==> src/rtl/uart_pkg.sv <==
// Shared types and helpers for the UART TX feeder and its byte FIFO.
package uart_pkg;

   localparam int unsigned BYTE_W = 8;

   typedef enum logic [2:0] {
      StIdle,
      StLoad,
      StWaitBusy,
      StWaitDone,
      StGap
   } state_e;

   // Occupancy counter must hold the value DEPTH itself, hence the extra bit.
   function automatic int unsigned level_w(input int unsigned depth);
      return $clog2(depth) + 1;
   endfunction

endpackage

==> src/rtl/uart8_tx_feeder_if.sv <==
// Producer, UART TX and status signals of the feeder, grouped for port use.
interface uart8_tx_feeder_if
   import uart_pkg::*;
#(
   parameter int unsigned DEPTH = 16
) ();

   localparam int unsigned LVL_W = level_w(DEPTH);

   logic              wr_valid;
   logic [BYTE_W-1:0] wr_data;
   logic              wr_ready;
   logic              drain_en;
   logic              clr_flags;
   logic              tx_en;
   logic              tx_start;
   logic [BYTE_W-1:0] tx_data;
   logic              tx_busy;
   logic              tx_done;
   logic [LVL_W-1:0]  level;
   logic              empty;
   logic              full;
   logic              overflow;
   logic              start_err;

   modport master (
      output wr_valid, wr_data, drain_en, clr_flags, tx_busy, tx_done,
      input  wr_ready, tx_en, tx_start, tx_data, level, empty, full, overflow, start_err
   );

   modport slave (
      input  wr_valid, wr_data, drain_en, clr_flags, tx_busy, tx_done,
      output wr_ready, tx_en, tx_start, tx_data, level, empty, full, overflow, start_err
   );

endinterface

==> src/rtl/uart_byte_fifo.sv <==
// Byte FIFO with wrapping pointers and an explicit occupancy counter.
module uart_byte_fifo
   import uart_pkg::*;
#(
   parameter int unsigned DEPTH = 16
) (
   input  logic                      clk,
   input  logic                      rst_n,
   input  logic                      i_push,
   input  logic                      i_pop,
   input  logic [BYTE_W-1:0]         i_data,
   output logic [BYTE_W-1:0]         o_data,
   output logic [level_w(DEPTH)-1:0] o_level,
   output logic                      o_full,
   output logic                      o_empty
);

   localparam int unsigned AW    = $clog2(DEPTH);
   localparam int unsigned LVL_W = level_w(DEPTH);

   logic [BYTE_W-1:0] r_mem [DEPTH];
   logic [AW-1:0]     r_wr_ptr;
   logic [AW-1:0]     r_rd_ptr;
   logic [LVL_W-1:0]  r_level;
   logic              w_push;
   logic              w_pop;

   assign w_push = i_push && !o_full;
   assign w_pop  = i_pop && !o_empty;

   always_ff @(posedge clk) begin
      if (w_push) r_mem[r_wr_ptr] <= i_data;
   end

   always_ff @(posedge clk or negedge rst_n) begin
      if (!rst_n) begin
         r_wr_ptr <= '0;
         r_rd_ptr <= '0;
         r_level  <= '0;
      end else begin
         if (w_push) r_wr_ptr <= r_wr_ptr + 1'b1;
         if (w_pop)  r_rd_ptr <= r_rd_ptr + 1'b1;
         if (w_push && !w_pop)      r_level <= r_level + 1'b1;
         else if (!w_push && w_pop) r_level <= r_level - 1'b1;
      end
   end

   assign o_data  = r_mem[r_rd_ptr];
   assign o_level = r_level;
   assign o_full  = (r_level == LVL_W'(DEPTH));
   assign o_empty = (r_level == '0);

endmodule

==> src/rtl/uart8_tx_feeder.sv <==
// Streams buffered bytes into a one-shot UART TX: one start per byte, waiting
// for each frame to finish before the next, with sticky overflow/start-error flags.
module uart8_tx_feeder
   import uart_pkg::*;
#(
   parameter int unsigned DEPTH         = 16,
   parameter int unsigned START_TIMEOUT = 8
) (
   input logic               clk,
   input logic               rst_n,
   uart8_tx_feeder_if.slave  io_bus
);

   localparam int unsigned LVL_W = level_w(DEPTH);
   localparam int unsigned CNT_W = $clog2(START_TIMEOUT + 1);

   state_e            r_state;
   state_e            w_state_d;
   logic [CNT_W-1:0]  r_cnt;
   logic [CNT_W-1:0]  w_cnt_d;
   logic [CNT_W-1:0]  w_cnt_inc;
   logic [BYTE_W-1:0] r_tx_data;
   logic              r_tx_en;
   logic              r_overflow;
   logic              r_start_err;
   logic              w_push;
   logic              w_pop;
   logic              w_load;
   logic              w_timeout;
   logic              w_full;
   logic              w_empty;
   logic [BYTE_W-1:0] w_head;
   logic [LVL_W-1:0]  w_level;

   assign w_push = io_bus.wr_valid && !w_full;

   uart_byte_fifo #(
      .DEPTH(DEPTH)
   ) u_fifo (
      .clk    (clk),
      .rst_n  (rst_n),
      .i_push (w_push),
      .i_pop  (w_pop),
      .i_data (io_bus.wr_data),
      .o_data (w_head),
      .o_level(w_level),
      .o_full (w_full),
      .o_empty(w_empty)
   );

   assign w_cnt_inc = r_cnt + 1'b1;

   always_comb begin
      w_state_d = r_state;
      w_cnt_d   = r_cnt;
      w_pop     = 1'b0;
      w_load    = 1'b0;
      w_timeout = 1'b0;
      unique case (r_state)
         StIdle: begin
            if (io_bus.drain_en && !w_empty && !io_bus.tx_busy) begin
               w_state_d = StLoad;
               w_load    = 1'b1;
            end
         end
         StLoad: begin
            w_pop     = 1'b1;
            w_cnt_d   = '0;
            w_state_d = StWaitBusy;
         end
         StWaitBusy: begin
            if (io_bus.tx_busy) begin
               w_state_d = StWaitDone;
            end else begin
               w_cnt_d = w_cnt_inc;
               // The byte is dropped on timeout; the UART never took it.
               if (w_cnt_inc == CNT_W'(START_TIMEOUT)) begin
                  w_timeout = 1'b1;
                  w_state_d = StIdle;
               end
            end
         end
         StWaitDone: begin
            if (io_bus.tx_done || !io_bus.tx_busy) w_state_d = StGap;
         end
         StGap:   w_state_d = StIdle;
         default: w_state_d = StIdle;
      endcase
   end

   // tx_data is captured on entry to LOAD so it is valid during the start pulse.
   always_ff @(posedge clk or negedge rst_n) begin
      if (!rst_n) begin
         r_state     <= StIdle;
         r_cnt       <= '0;
         r_tx_data   <= '0;
         r_tx_en     <= 1'b0;
         r_overflow  <= 1'b0;
         r_start_err <= 1'b0;
      end else begin
         r_state     <= w_state_d;
         r_cnt       <= w_cnt_d;
         r_tx_en     <= io_bus.drain_en;
         if (w_load) r_tx_data <= w_head;
         r_overflow  <= (io_bus.wr_valid && w_full) || (r_overflow && !io_bus.clr_flags);
         r_start_err <= w_timeout || (r_start_err && !io_bus.clr_flags);
      end
   end

   assign io_bus.wr_ready  = !w_full;
   assign io_bus.tx_en     = r_tx_en;
   assign io_bus.tx_start  = (r_state == StLoad);
   assign io_bus.tx_data   = r_tx_data;
   assign io_bus.level     = w_level;
   assign io_bus.empty     = w_empty;
   assign io_bus.full      = w_full;
   assign io_bus.overflow  = r_overflow;
   assign io_bus.start_err = r_start_err;

endmodule

==> src/flat_wrapper.sv <==
// flat-port wrapper written by rule: the top's interface ports become plain ports
module uart8_tx_feeder_flat import uart_pkg::*;
#(
   parameter int unsigned DEPTH         = 16,
   parameter int unsigned START_TIMEOUT = 8
)
  (clk, rst_n, io_bus_wr_valid, io_bus_wr_data, io_bus_drain_en, io_bus_clr_flags, io_bus_tx_busy, io_bus_tx_done, io_bus_wr_ready, io_bus_tx_en, io_bus_tx_start, io_bus_tx_data, io_bus_level, io_bus_empty, io_bus_full, io_bus_overflow, io_bus_start_err);
  uart8_tx_feeder_if #(.DEPTH(DEPTH)) io_bus_i ();
  input logic clk;
  input logic rst_n;
  input wire logic [$bits(io_bus_i.wr_valid)-1:0] io_bus_wr_valid;
  input wire logic [$bits(io_bus_i.wr_data)-1:0] io_bus_wr_data;
  input wire logic [$bits(io_bus_i.drain_en)-1:0] io_bus_drain_en;
  input wire logic [$bits(io_bus_i.clr_flags)-1:0] io_bus_clr_flags;
  input wire logic [$bits(io_bus_i.tx_busy)-1:0] io_bus_tx_busy;
  input wire logic [$bits(io_bus_i.tx_done)-1:0] io_bus_tx_done;
  output wire logic [$bits(io_bus_i.wr_ready)-1:0] io_bus_wr_ready;
  output wire logic [$bits(io_bus_i.tx_en)-1:0] io_bus_tx_en;
  output wire logic [$bits(io_bus_i.tx_start)-1:0] io_bus_tx_start;
  output wire logic [$bits(io_bus_i.tx_data)-1:0] io_bus_tx_data;
  output wire logic [$bits(io_bus_i.level)-1:0] io_bus_level;
  output wire logic [$bits(io_bus_i.empty)-1:0] io_bus_empty;
  output wire logic [$bits(io_bus_i.full)-1:0] io_bus_full;
  output wire logic [$bits(io_bus_i.overflow)-1:0] io_bus_overflow;
  output wire logic [$bits(io_bus_i.start_err)-1:0] io_bus_start_err;
  assign io_bus_i.wr_valid = io_bus_wr_valid;
  assign io_bus_i.wr_data = io_bus_wr_data;
  assign io_bus_i.drain_en = io_bus_drain_en;
  assign io_bus_i.clr_flags = io_bus_clr_flags;
  assign io_bus_i.tx_busy = io_bus_tx_busy;
  assign io_bus_i.tx_done = io_bus_tx_done;
  assign io_bus_wr_ready = io_bus_i.wr_ready;
  assign io_bus_tx_en = io_bus_i.tx_en;
  assign io_bus_tx_start = io_bus_i.tx_start;
  assign io_bus_tx_data = io_bus_i.tx_data;
  assign io_bus_level = io_bus_i.level;
  assign io_bus_empty = io_bus_i.empty;
  assign io_bus_full = io_bus_i.full;
  assign io_bus_overflow = io_bus_i.overflow;
  assign io_bus_start_err = io_bus_i.start_err;
  uart8_tx_feeder #(.DEPTH(DEPTH), .START_TIMEOUT(START_TIMEOUT)) u_core (.clk(clk), .rst_n(rst_n), .io_bus(io_bus_i));
endmodule
==> config.mk <==
export PLATFORM = sky130hd
export DESIGN_NAME = uart8_tx_feeder_flat
export DESIGN_NICKNAME = d
export VERILOG_FILES = /design/src/rtl/uart_pkg.sv /design/src/rtl/uart8_tx_feeder_if.sv /design/src/rtl/uart_byte_fifo.sv /design/src/rtl/uart8_tx_feeder.sv /design/src/flat_wrapper.sv
export SDC_FILE = /design/constraint.sdc
export NUM_CORES = 1
export LEC_CHECK = 0
export ABC_AREA = 0
export CAP_MARGIN = 20
export CORE_MARGIN = 3
export CORE_UTILIZATION = 53
export CTS_CLUSTER_DIAMETER = 80
export CTS_CLUSTER_SIZE = 28
export DETAILED_ROUTE_END_ITERATION = 8
export GPL_ROUTABILITY_DRIVEN = 1
export GPL_TIMING_DRIVEN = 0
export PLACE_DENSITY = 0.83
export SLEW_MARGIN = 5
export SYNTH_ARGS = -nofsm -noshare
export SYNTH_HDL_FRONTEND = slang
export SYNTH_SLANG_ARGS = --single-unit
export TNS_END_PERCENT = 30
==> constraint.sdc <==
create_clock -name clk -period 2.65 [get_ports clk]
set_input_delay 0.53 -clock clk [delete_from_list [all_inputs] [get_ports clk]]
set_output_delay 0.53 -clock clk [all_outputs]
set_load 0.01 [all_outputs]
==> flow_summary_export.csv, run 1 <==
group,metric,value,unit
run_status,status,"finished clean",
die,fp.dieArea,13610,sq um
clock_network,hold_buffers,0,
clock_network,cts_tree,"yes",
die,io_pins,35,
power_and_ir_drop,peakVddDrop,0.0007648,V
placement,gp_congestion,0.8268,
clock_network,htree_num_levels,4,
cells_and_area,multi_input_area,1764,sq um
yosys,synth_flop_cell,"edfxtp_1",
yosys,postSynth.asyncResetShare,19.50,%
power_and_ir_drop,p_comb_share,32.1,%
cells_and_area,fillers,772,
cells_and_area,nets,459,
yosys,synth_nets,401,
route,antenna_left,0,
timing,final.setup.worst_slack,0.1514,ns
power_and_ir_drop,switchingPower,2.715,mW
power_and_ir_drop,p_seq_share,38.7,%
setup_path,critPathKind,"flip-flop to flip-flop",
yosys,synth_top_area_share,59.24,%
route,drt-total-wl,13670,um
yosys,ys_types,42,
route,wl_per_cell,23.29,um
setup_path,cp_max_fo,9,
route,num_vias,3687,
worst_hold_path,hold_class,"primary input to asynchronous set/reset pin",
setup_path,crit_path_top_delay_cell,"dfrtp_1",
global_route,first_global_vias,3797,
global_route,antenna_found_initial,0,
yosys,syn_inst,374,
cells_and_area,n_antenna_cell,0,
placement,placed_cell_area,7034,sq um
yosys,ys_warn_count,0,
timing,fin_crit_sh,94.29,%
setup_path,critPathTopFamily,"simple AND/OR/NAND/NOR gates",
clock_network,numCtsBuffers,17,
setup_path,cp.required,2.99,ns
yosys,avgSynthCellArea,17.35,sq um
timing,skew,0.009194,ns
clock_network,path_clk_slew,0.06,ns
setup_path,slowest_delay,0.37,ns
cells_and_area,seq_area,4622,sq um
yosys,netlist_top_cells_area,"edfxtp_1 59%, dfrtp_1 12%, mux4_2 11%, ha_1 2.1%, o22ai_1 1.6%",
setup_path,crit_buf_inv,3,
route,drtPass1Iterations,5,
clock_network,cts.sinks,159,
flow_run,cap_violations,0,
timing,finalSetupViolations,0,
placement,dp_cells,554,
global_route,grt_max_degree,32,
global_route,grt.total_usage,21.51,%
cells_and_area,area_delta_synth_final,18.67,%
yosys,synth-edff-count,128,
route,first_iter_violations,402,
global_route,grt.overflow.total,0,
timing,tns,0,ns
clock_network,clockBufferDepth,2,
die,initial_core_util,55.41,%
yosys,syn-cell-area,6489,sq um
power_and_ir_drop,powerDensity,1135,nW/um^2
die,coreArea,11710,sq um
timing,max-slew-margin-rel,45.14,%
power_and_ir_drop,leakagePower,2.680,nW
placement,io_buffers,33,
setup_path,cp.arrival,2.84,ns
placement,dp_worst_setup_slack,-0.3914,ns
yosys,synth_largest_area_cell,"edfxtp_1",
power_and_ir_drop,power.internal,6.025,mW
timing,period_needed,2.499,ns
timing,maxSlewViolCount,0,
placement,hpwl,8556,um
yosys,yosysSeqAreaShare,71.19,%
setup_path,start_kind,"flip-flop",
die,fp.dieW,116.6,um
cells_and_area,drive_above_1_share,22.30,%
power_and_ir_drop,clkPwrFrac,29.2,%
timing,hold_viol,0,
cells_and_area,fin_cells,587,
setup_path,critPathCaptureType,"flip-flop",
yosys,synthTopCellsByCount,"128 x edfxtp_1, 32 x mux4_2, 31 x dfrtp_1",
setup_path,cp_cell_sequence,"buf_6, nor3b_1, nor2b_4, inv_4, ha_4, inv_2, ha_1, a21o_1, a21oi_2, mux2i_1, xnor2_1",
route,drc,0,
yosys,yosysMostFrequentCell,"edfxtp_1",
die,die_h,116.6,um
clock_network,cts-root-buf,"clkbuf_16",
global_route,grt_first_pass_wirelength,20880,um
timing,fmax,0.4002,GHz
route,avgViaCountPerCell,6.281,
clock_network,clock_latency,0.42,ns
yosys,ys_seq_elements,159,
die,rows,39,
timing,worstMarginPinSlew,0.8198,ns
power_and_ir_drop,swShare,31.06,%
cells_and_area,final_area,7700,sq um
## power groups by stage
stage | logic [mW] | clock network [mW] | registers [mW]
after floorplan | 1.81 | 0 | 3.40
after global placement | 2.57 | 0 | 3.38
after detailed placement | 2.68 | 0 | 3.42
after CTS | 2.77 | 2.58 | 3.37
after global routing | 3.03 | 2.68 | 3.41
final | 2.80 | 2.55 | 3.38
## path summary, 6_finish.rpt
check,startpoint,to,slack [ns],cells past startpoint
worst max-delay path,u_core.r_state[2]$_DFFE_PN0P_,u_core.u_fifo.o_level[4]$_DFFE_PN0P_,0.15,11
worst min-delay path,rst_n,u_core.u_fifo.o_level[2]$_DFFE_PN0P_,0.17,1
worst max register to register,u_core.r_state[2]$_DFFE_PN0P_,u_core.u_fifo.o_level[4]$_DFFE_PN0P_,0.15,11
worst min register to register,u_core.io_bus.start_err$_DFF_PN0_,u_core.io_bus.start_err$_DFF_PN0_,0.50,1
max in group asynchronous,rst_n,u_core.u_fifo.o_level[3]$_DFFE_PN0P_,1.97,1
min in group clk,u_core.io_bus.start_err$_DFF_PN0_,u_core.io_bus.start_err$_DFF_PN0_,0.50,1
## state kept, by name, indices dropped and copies added, names as in the netlist
signal / count
u_core.u_fifo.r_mem: 128
u_core.u_fifo.r_wr_ptr: 4
u_core.u_fifo.o_level: 5
u_core.io_bus.start_err: 1
u_core.u_fifo.r_rd_ptr: 4
u_core.io_bus.tx_en: 1
u_core.io_bus.tx_data: 8
u_core.r_cnt: 4
u_core.io_bus.overflow: 1
u_core.r_state: 3
## stage by stage
step | power [mW] | util (%) | hold slack, ns
finish | 8.739 | 65.75 | 0.1726
global route | 9.126 | 65.75 | 0.2210
CTS | 8.726 | 65.45 | 0.1860
detailed placement | 6.092 | 60.06 | 0.4949
global placement | 5.953 | 59.87 | 0.4743
floorplan | 5.203 | - | 0.2344
## per-layer routing
metal  track usage, %  up-vias  routed length, um
met3            6.580       27               1068
li1                 -     1576                  -
met1            27.40     1908               5246
met5                0        -                  0
met2            35.09      176               7106
met4            8.333        0                249
## cells in the final DEF, fill, tap and decap left out, types with 4 or more instances in the layout
| master | instances |
|---|---|
| edfxtp_1 | 128 |
| mux4_2 | 32 |
| clkdlybuf4s50_1 | 31 |
| dfrtp_1 | 29 |
| nor2_1 | 21 |
| nand2_1 | 20 |
| o22ai_1 | 17 |
| clkbuf_16 | 17 |
| a21oi_1 | 13 |
| o21ai_0 | 12 |
| inv_1 | 10 |
| clkbuf_1 | 10 |
| xnor2_1 | 10 |
| ha_1 | 10 |
| mux2_2 | 8 |
| nor3_1 | 7 |
| buf_2 | 7 |
| buf_4 | 7 |
| nand2b_1 | 4 |
| inv_6 | 4 |
| bufinv_16 | 4 |
## repair_timing
item	in CTS	in global routing
pin swaps	1	2
endpoints found under the setup margin	2	1
gates cloned	0	0
buffers inserted	1	2
gates resized for setup	7	5
## cell type report
| type | count | share of cell area (%) |
|---|---|---|
| Buffer | 18 | 1.202 |
| Clock buffer | 19 | 5.622 |
| Clock inverter | 12 | 2.340 |
| Inverter | 13 | 0.6662 |
| Multi-Input combinational cell | 183 | 22.91 |
| Sequential cell | 159 | 60.03 |
| Tap cell | 143 | 2.324 |
| Timing Repair Buffer | 40 | 4.907 |
## worst register-to-register path: stages, from the launching register on
cell	delay, ns
dfrtp_1	0.37
buf_6	0.14
nor3b_1	0.35
nor2b_4	0.29
inv_4	0.07
ha_4	0.17
inv_2	0.09
ha_1	0.25
a21o_1	0.18
a21oi_2	0.16
mux2i_1	0.23
xnor2_1	0.13
## cell families after synthesis
family                   after synthesis  synth area share, %
AO/OA/AOI/OAI                         51                4.956
AND/OR/NAND/NOR                       68                5.052
flip-flops                           159                71.19
adder cells (fa/ha/maj)               12                2.430
multiplexers                          41                12.65
buffers and inverters                 32                2.237
XOR/XNOR                              11                1.485
Note: power is estimated with default switching activity, not from simulation.
==> inputs of run 2 (changes only) <==
--- a/config.mk
+++ b/config.mk
@@ -15,6 +15,7 @@
 export GPL_ROUTABILITY_DRIVEN = 1
 export GPL_TIMING_DRIVEN = 0
 export PLACE_DENSITY = 0.83
+export REMOVE_ABC_BUFFERS = 1
 export SLEW_MARGIN = 5
 export SYNTH_ARGS = -nofsm -noshare
 export SYNTH_HDL_FRONTEND = slang
==> run 2 against run 1 <==
Routed wire length shrank 7.5%. Global-route usage shrank 0.96 points. Clock power shrank 6%. Fmax shrank 0.55%. Non-clock buffer count shrank 15. Register-to-register slack is essentially flat. First-iteration DRC count shrank 19%. Sequential power grew 7.1%. Worst setup slack lost 0.014 ns. Design area shrank 1.1%. Count of clock-buffer cells in the layout shrank 2. Critical endpoint is now io_bus_full. Flip-flop and latch count is the same.
==> flow_summary_export.csv, run 2 (synthesized netlist as in run 1, its figures left out) <==
group,metric,value,unit
run_status,status,"finished clean",
route,drt-total-wl,12650,um
setup_path,crit_path_top_delay_cell,"clkdlybuf4s50_1",
cells_and_area,seq_area,4626,sq um
timing,maxSlewViolCount,0,
placement,hpwl,7808,um
timing,whs,0.1559,ns
cells_and_area,area_delta_synth_final,17.39,%
timing,final.setup.worst_slack,0.1375,ns
setup_path,cp_cell_sequence,"nor4_4, nand2_1, inv_1, clkdlybuf4s50_1",
die,coreArea,11710,sq um
route,wl_per_cell,22.08,um
setup_path,cp.required,2.12,ns
global_route,grt_max_degree,34,
cells_and_area,n_antenna_cell,0,
placement,dp_cells,537,
cells_and_area,final_cell_mix,"128 x edfxtp_1, 32 x mux4_2, 32 x clkdlybuf4s50_1",
global_route,antenna_found_initial,0,
cells_and_area,top_register,"u_core.u_fifo.r_mem",
clock_network,path_clk_slew,0.07,ns
timing,skew,0.009617,ns
setup_path,startpoint,"u_core.u_fifo.o_level[1]$_DFFE_PN0P_",
timing,rsz0062_at_grt,"yes",
clock_network,htree_num_levels,4,
clock_network,cts_tree,"yes",
die,fp.dieW,116.6,um
cells_and_area,multi_input_area,1758,sq um
clock_network,hold_buffers,0,
flow_run,cap_violations,0,
timing,fin_crit_sh,94.81,%
clock_network,numCtsBuffers,17,
die,initial_core_util,55.41,%
route,avgViaCountPerCell,6.098,
clock_network,clockBufferDepth,2,
route,drc,0,
global_route,first_global_vias,3665,
die,io_pins,35,
cells_and_area,nets,444,
die,rows,39,
setup_path,cp.arrival,1.98,ns
timing,worstMarginPinSlew,0.8978,ns
route,antenna_left,0,
route,num_vias,3494,
placement,placed_cell_area,6954,sq um
cells_and_area,fillers,778,
timing,fmax,0.3980,GHz
timing,hold_viol,0,
clock_network,clock_latency,0.43,ns
cells_and_area,largest_reg_flops,128,
die,die_h,116.6,um
setup_path,critPathCaptureType,"output pin",
setup_path,cp_max_fo,5,
global_route,grt_first_pass_wirelength,19950,um
power_and_ir_drop,leakagePower,2.622,nW
timing,period_needed,2.513,ns
setup_path,critPathKind,"flip-flop to output pin",
setup_path,crit_buf_inv,2,
power_and_ir_drop,peakVddDrop,0.0006109,V
worst_hold_path,hold_class,"primary input to asynchronous set/reset pin",
cells_and_area,final_common_cell,"edfxtp_1",
route,first_iter_violations,325,
setup_path,critPathTopFamily,"buffers and inverters",
die,fp.dieArea,13610,sq um
setup_path,slowest_delay,0.53,ns
power_and_ir_drop,total_power,8.417,mW
timing,max-slew-margin-rel,39.92,%
global_route,grt.total_usage,20.55,%
global_route,grt.overflow.total,0,
route,drtPass1Iterations,5,
cells_and_area,fin_cells,573,
setup_path,start_kind,"flip-flop",
placement,gp_congestion,0.7788,
clock_network,cts-root-buf,"clkbuf_16",
timing,finalSetupViolations,0,
cells_and_area,drive_above_1_share,23.26,%
cells_and_area,final_area,7617,sq um
placement,io_buffers,34,
power_and_ir_drop,powerDensity,1105,nW/um^2
placement,dp_worst_setup_slack,-0.2171,ns
clock_network,cts.sinks,159,
setup_path,reg2reg_from,"u_core.u_fifo.o_level[1]$_DFFE_PN0P_",
==> run 2: worst paths after layout <==
kind | to | slack, ns | depth (start not counted)
hold reg to reg | u_core.io_bus.start_err$_DFF_PN0_ | 0.50 | 1
setup reg to reg | u_core.u_fifo.o_level[4]$_DFFE_PN0P_ | 0.15 | 11
setup / recovery | io_bus_full | 0.14 | 4
max in group asynchronous | u_core.u_fifo.r_rd_ptr[3]$_DFFE_PN0P_ | 1.98 | 1
hold / removal | u_core.u_fifo.o_level[2]$_DFFE_PN0P_ | 0.16 | 1
min in group clk | u_core.io_bus.start_err$_DFF_PN0_ | 0.50 | 1
==> run 2: worst reg2reg max path: stages (launching register included) <==
cell and delay [ns]:
dfrtp_2 0.45, nor4_4 0.33, and2_4 0.22, nor2b_2 0.06, inv_2 0.10, ha_4 0.16, inv_2 0.06, ha_1 0.29
a21o_1 0.17, a21oi_1 0.16, mux2i_1 0.24, xnor2_1 0.14
==> run 2: area by class of cell <==
cell class	instances	share of cell area, %
Clock buffer	17	5.585
Clock inverter	15	2.267
Tap cell	143	2.349
Timing Repair Buffer	43	5.355
Sequential cell	159	60.73
Inverter	13	0.6406
Multi-Input combinational cell	183	23.08
==> run 2: per-stage QoR <==
step / utilization [%] / setup TNS (ns)
floorplan: - / -0.04736
global placement: 59.02 / -13.61
detailed placement: 59.38 / -2.378
CTS: 64.74 / 0
global route: 65.04 / -0.01334
finish: 65.04 / 0
==> run 2: power breakdown <==
| group | leakage (nW) | switching, mW | internal (mW) |
|---|---|---|---|
| Combinational | 0.804 | 1.13 | 1.28 |
| Clock | 0.292 | 1.12 | 1.27 |
| Sequential | 1.53 | 0.501 | 3.12 |
| Total | 2.62 | 2.75 | 5.66 |
==> run 2: timing repair <==
action,4_1_cts,5_1_grt
resized for setup,8,6
setup endpoints to repair,4,10
pin swaps,1,3
setup buffers,1,3
==> run 2: per-layer routing <==
layer  up-vias  part of all wire (%)  global-route usage (%)
li1       1547                     -                       -
met1      1774                    39                   25.68
met2       153                    54                   35.43
met3        20                   6.1                   4.974
met4         0                   1.5                   7.110
met5         -                     0                       0
==> inputs of run 3 (changes only) <==
--- a/config.mk
+++ b/config.mk
@@ -16,7 +16,7 @@
 export GPL_TIMING_DRIVEN = 0
 export PLACE_DENSITY = 0.83
 export REMOVE_ABC_BUFFERS = 1
-export SLEW_MARGIN = 5
+export SLEW_MARGIN = 15
 export SYNTH_ARGS = -nofsm -noshare
 export SYNTH_HDL_FRONTEND = slang
 export SYNTH_SLANG_ARGS = --single-unit
==> run 3 against run 2 <==
Clock power down 8%. Register-to-register slack about the same. Total power down 2.1%. Via count down 2.3%. Worst setup slack better by 0.0054 ns. Sequential share of layout area up 0.50 points. Design area down 0.82%. Critical path depth unchanged. Flip-flop and latch count unchanged. Largest cell class unchanged.
==> flow_summary_export.csv, run 3 (synthesized netlist as in run 1, its figures left out) <==
group,metric,value,unit
run_status,status,"finished clean",
route,avgViaCountPerCell,6.019,
timing,final.setup.worst_slack,0.1429,ns
power_and_ir_drop,p_seq_share,43.1,%
die,fp.dieArea,13610,sq um
route,num_vias,3413,
setup_path,critPathTopFamily,"buffers and inverters",
timing,worstMarginPinSlew,0.9786,ns
route,drc,0,
setup_path,crit_path_top_delay_cell,"clkdlybuf4s50_1",
global_route,grt_first_pass_wirelength,19290,um
die,rows,39,
power_and_ir_drop,switchingPower,2.552,mW
die,fp.dieW,116.6,um
timing,finalSetupViolations,0,
setup_path,critPathKind,"flip-flop to output pin",
die,io_pins,35,
clock_network,hold_buffers,0,
clock_network,cts.sinks,159,
timing,hold_viol,0,
placement,dp_cells,534,
clock_network,path_clk_slew,0.06,ns
placement,io_buffers,34,
power_and_ir_drop,swShare,30.96,%
cells_and_area,fillers,795,
placement,dp_worst_setup_slack,-0.2432,ns
route,drt-total-wl,12430,um
setup_path,crit_buf_inv,2,
power_and_ir_drop,clkPwrFrac,26.8,%
cells_and_area,fin_util,64.51,%
cells_and_area,largest_reg_flops,128,
placement,placed_cell_area,6969,sq um
clock_network,numCtsBuffers,17,
power_and_ir_drop,powerDensity,1091,nW/um^2
timing,fmax,0.3989,GHz
timing,fin_crit_sh,94.61,%
cells_and_area,drive_above_1_share,21.70,%
cells_and_area,final_area,7555,sq um
die,die_h,116.6,um
clock_network,cts_tree,"yes",
route,antenna_left,0,
timing,whs,0.1677,ns
setup_path,slowest_delay,0.53,ns
flow_run,cap_violations,0,
global_route,first_global_vias,3579,
clock_network,htree_num_levels,4,
placement,gp_congestion,0.7788,
global_route,antenna_found_initial,0,
cells_and_area,final_cell_mix,"128 x edfxtp_1, 33 x clkdlybuf4s50_1, 32 x mux4_2",
setup_path,cp.arrival,1.98,ns
global_route,grt.total_usage,19.87,%
placement,hpwl,7647,um
timing,maxSlewViolCount,0,
power_and_ir_drop,leakagePower,2.563,nW
cells_and_area,n_antenna_cell,0,
route,first_iter_violations,342,
clock_network,clockBufferDepth,2,
timing,max-slew-margin-rel,34.76,%
setup_path,cp_max_fo,5,
timing,rsz0062_at_grt,"no",
global_route,grt.overflow.total,0,
timing,skew,0.01032,ns
worst_hold_path,hold_class,"primary input to asynchronous set/reset pin",
global_route,grt_max_degree,33,
cells_and_area,top_register,"u_core.u_fifo.r_mem",
cells_and_area,nets,438,
power_and_ir_drop,peakVddDrop,0.0006647,V
setup_path,cp.required,2.12,ns
setup_path,start_kind,"flip-flop",
cells_and_area,final_common_cell,"edfxtp_1",
setup_path,cp_cell_sequence,"nor4_4, nand2_1, inv_1, clkdlybuf4s50_1",
clock_network,clock_latency,0.42,ns
cells_and_area,area_delta_synth_final,16.43,%
die,initial_core_util,55.41,%
route,wl_per_cell,21.92,um
die,coreArea,11710,sq um
cells_and_area,fin_cells,567,
clock_network,cts-root-buf,"clkbuf_16",
power_and_ir_drop,power.internal,5.692,mW
setup_path,r2r_slack,0.16,ns
route,drtPass1Iterations,4,
setup_path,critPathCaptureType,"output pin",
power_and_ir_drop,p_comb_share,30.1,%
timing,period_needed,2.507,ns
## run 3: cell types whose count changed in the layout (fill, tap and decap cells not counted), moves of 2 or more
cell        previous run  this run
buf_2                  3         1
buf_4                  7         1
clkbuf_1               0         5
clkbuf_8               0         3
clkinv_4               3         1
clkinv_8               5         0
clkinvlp_4             0         2
inv_8                  3         0
nor3_1                 7         3
nor3_2                 0         4
## run 3: path summary, 6_finish.rpt
path | start | to | cells past startpoint
setup reg to reg | u_core.r_state[2]$_DFFE_PN0P_ | u_core.io_bus.tx_data[0]$_DFFE_PN0P_ | 5
hold reg to reg | u_core.io_bus.start_err$_DFF_PN0_ | u_core.io_bus.start_err$_DFF_PN0_ | 1
setup / recovery | u_core.u_fifo.o_level[1]$_DFFE_PN0P_ | io_bus_full | 4
min in group clk | u_core.io_bus.start_err$_DFF_PN0_ | u_core.io_bus.start_err$_DFF_PN0_ | 1
hold / removal | rst_n | u_core.u_fifo.o_level[2]$_DFFE_PN0P_ | 1
max in group asynchronous | rst_n | u_core.r_state[0]$_DFFE_PN0P_ | 1
## run 3: per-stage QoR
stage / setup TNS, ns / power [mW]
2_1_floorplan: -0.04736 / 5.102
3_3_place_gp: -13.61 / 5.808
3_5_place_dp: -2.173 / 5.995
4_1_cts: 0 / 8.265
5_1_grt: 0 / 8.683
6_report: 0 / 8.243
## run 3: repair_timing
item	CTS	global route
endpoints found under the setup margin	4	10
setup buffers	1	0
pin swaps	1	2
gates cloned	0	0
resized for setup	8	5
## run 3: final cells by class
type / instances / area (sq um) / share of cell area (%)
inverters: 13 / 48.80 / 0.6459
flip-flops and latches: 159 / 4626 / 61.23
clock inverters: 7 / 55.05 / 0.7287
multi-input cells: 183 / 1778 / 23.53
clock buffers: 25 / 485.5 / 6.426
well taps: 143 / 178.9 / 2.368
repair buffers: 37 / 382.9 / 5.068
## run 3: metal layers
metal	vias to the layer above	wire, um	global-route usage [%]
met3	17	888	4.767
met4	0	157	6.651
li1	1537	-	-
met5	-	0	0
met1	1729	4718	24.66
met2	130	6666	34.59
## run 3: power by group through the flow
stage | Sequential [mW] | Clock, mW | Combinational (mW)
finish | 3.55 | 2.21 | 2.48
global route | 3.60 | 2.37 | 2.72
CTS | 3.55 | 2.24 | 2.48
detailed placement | 3.57 | 0 | 2.43
global placement | 3.70 | 0 | 2.11
floorplan | 3.61 | 0 | 1.50
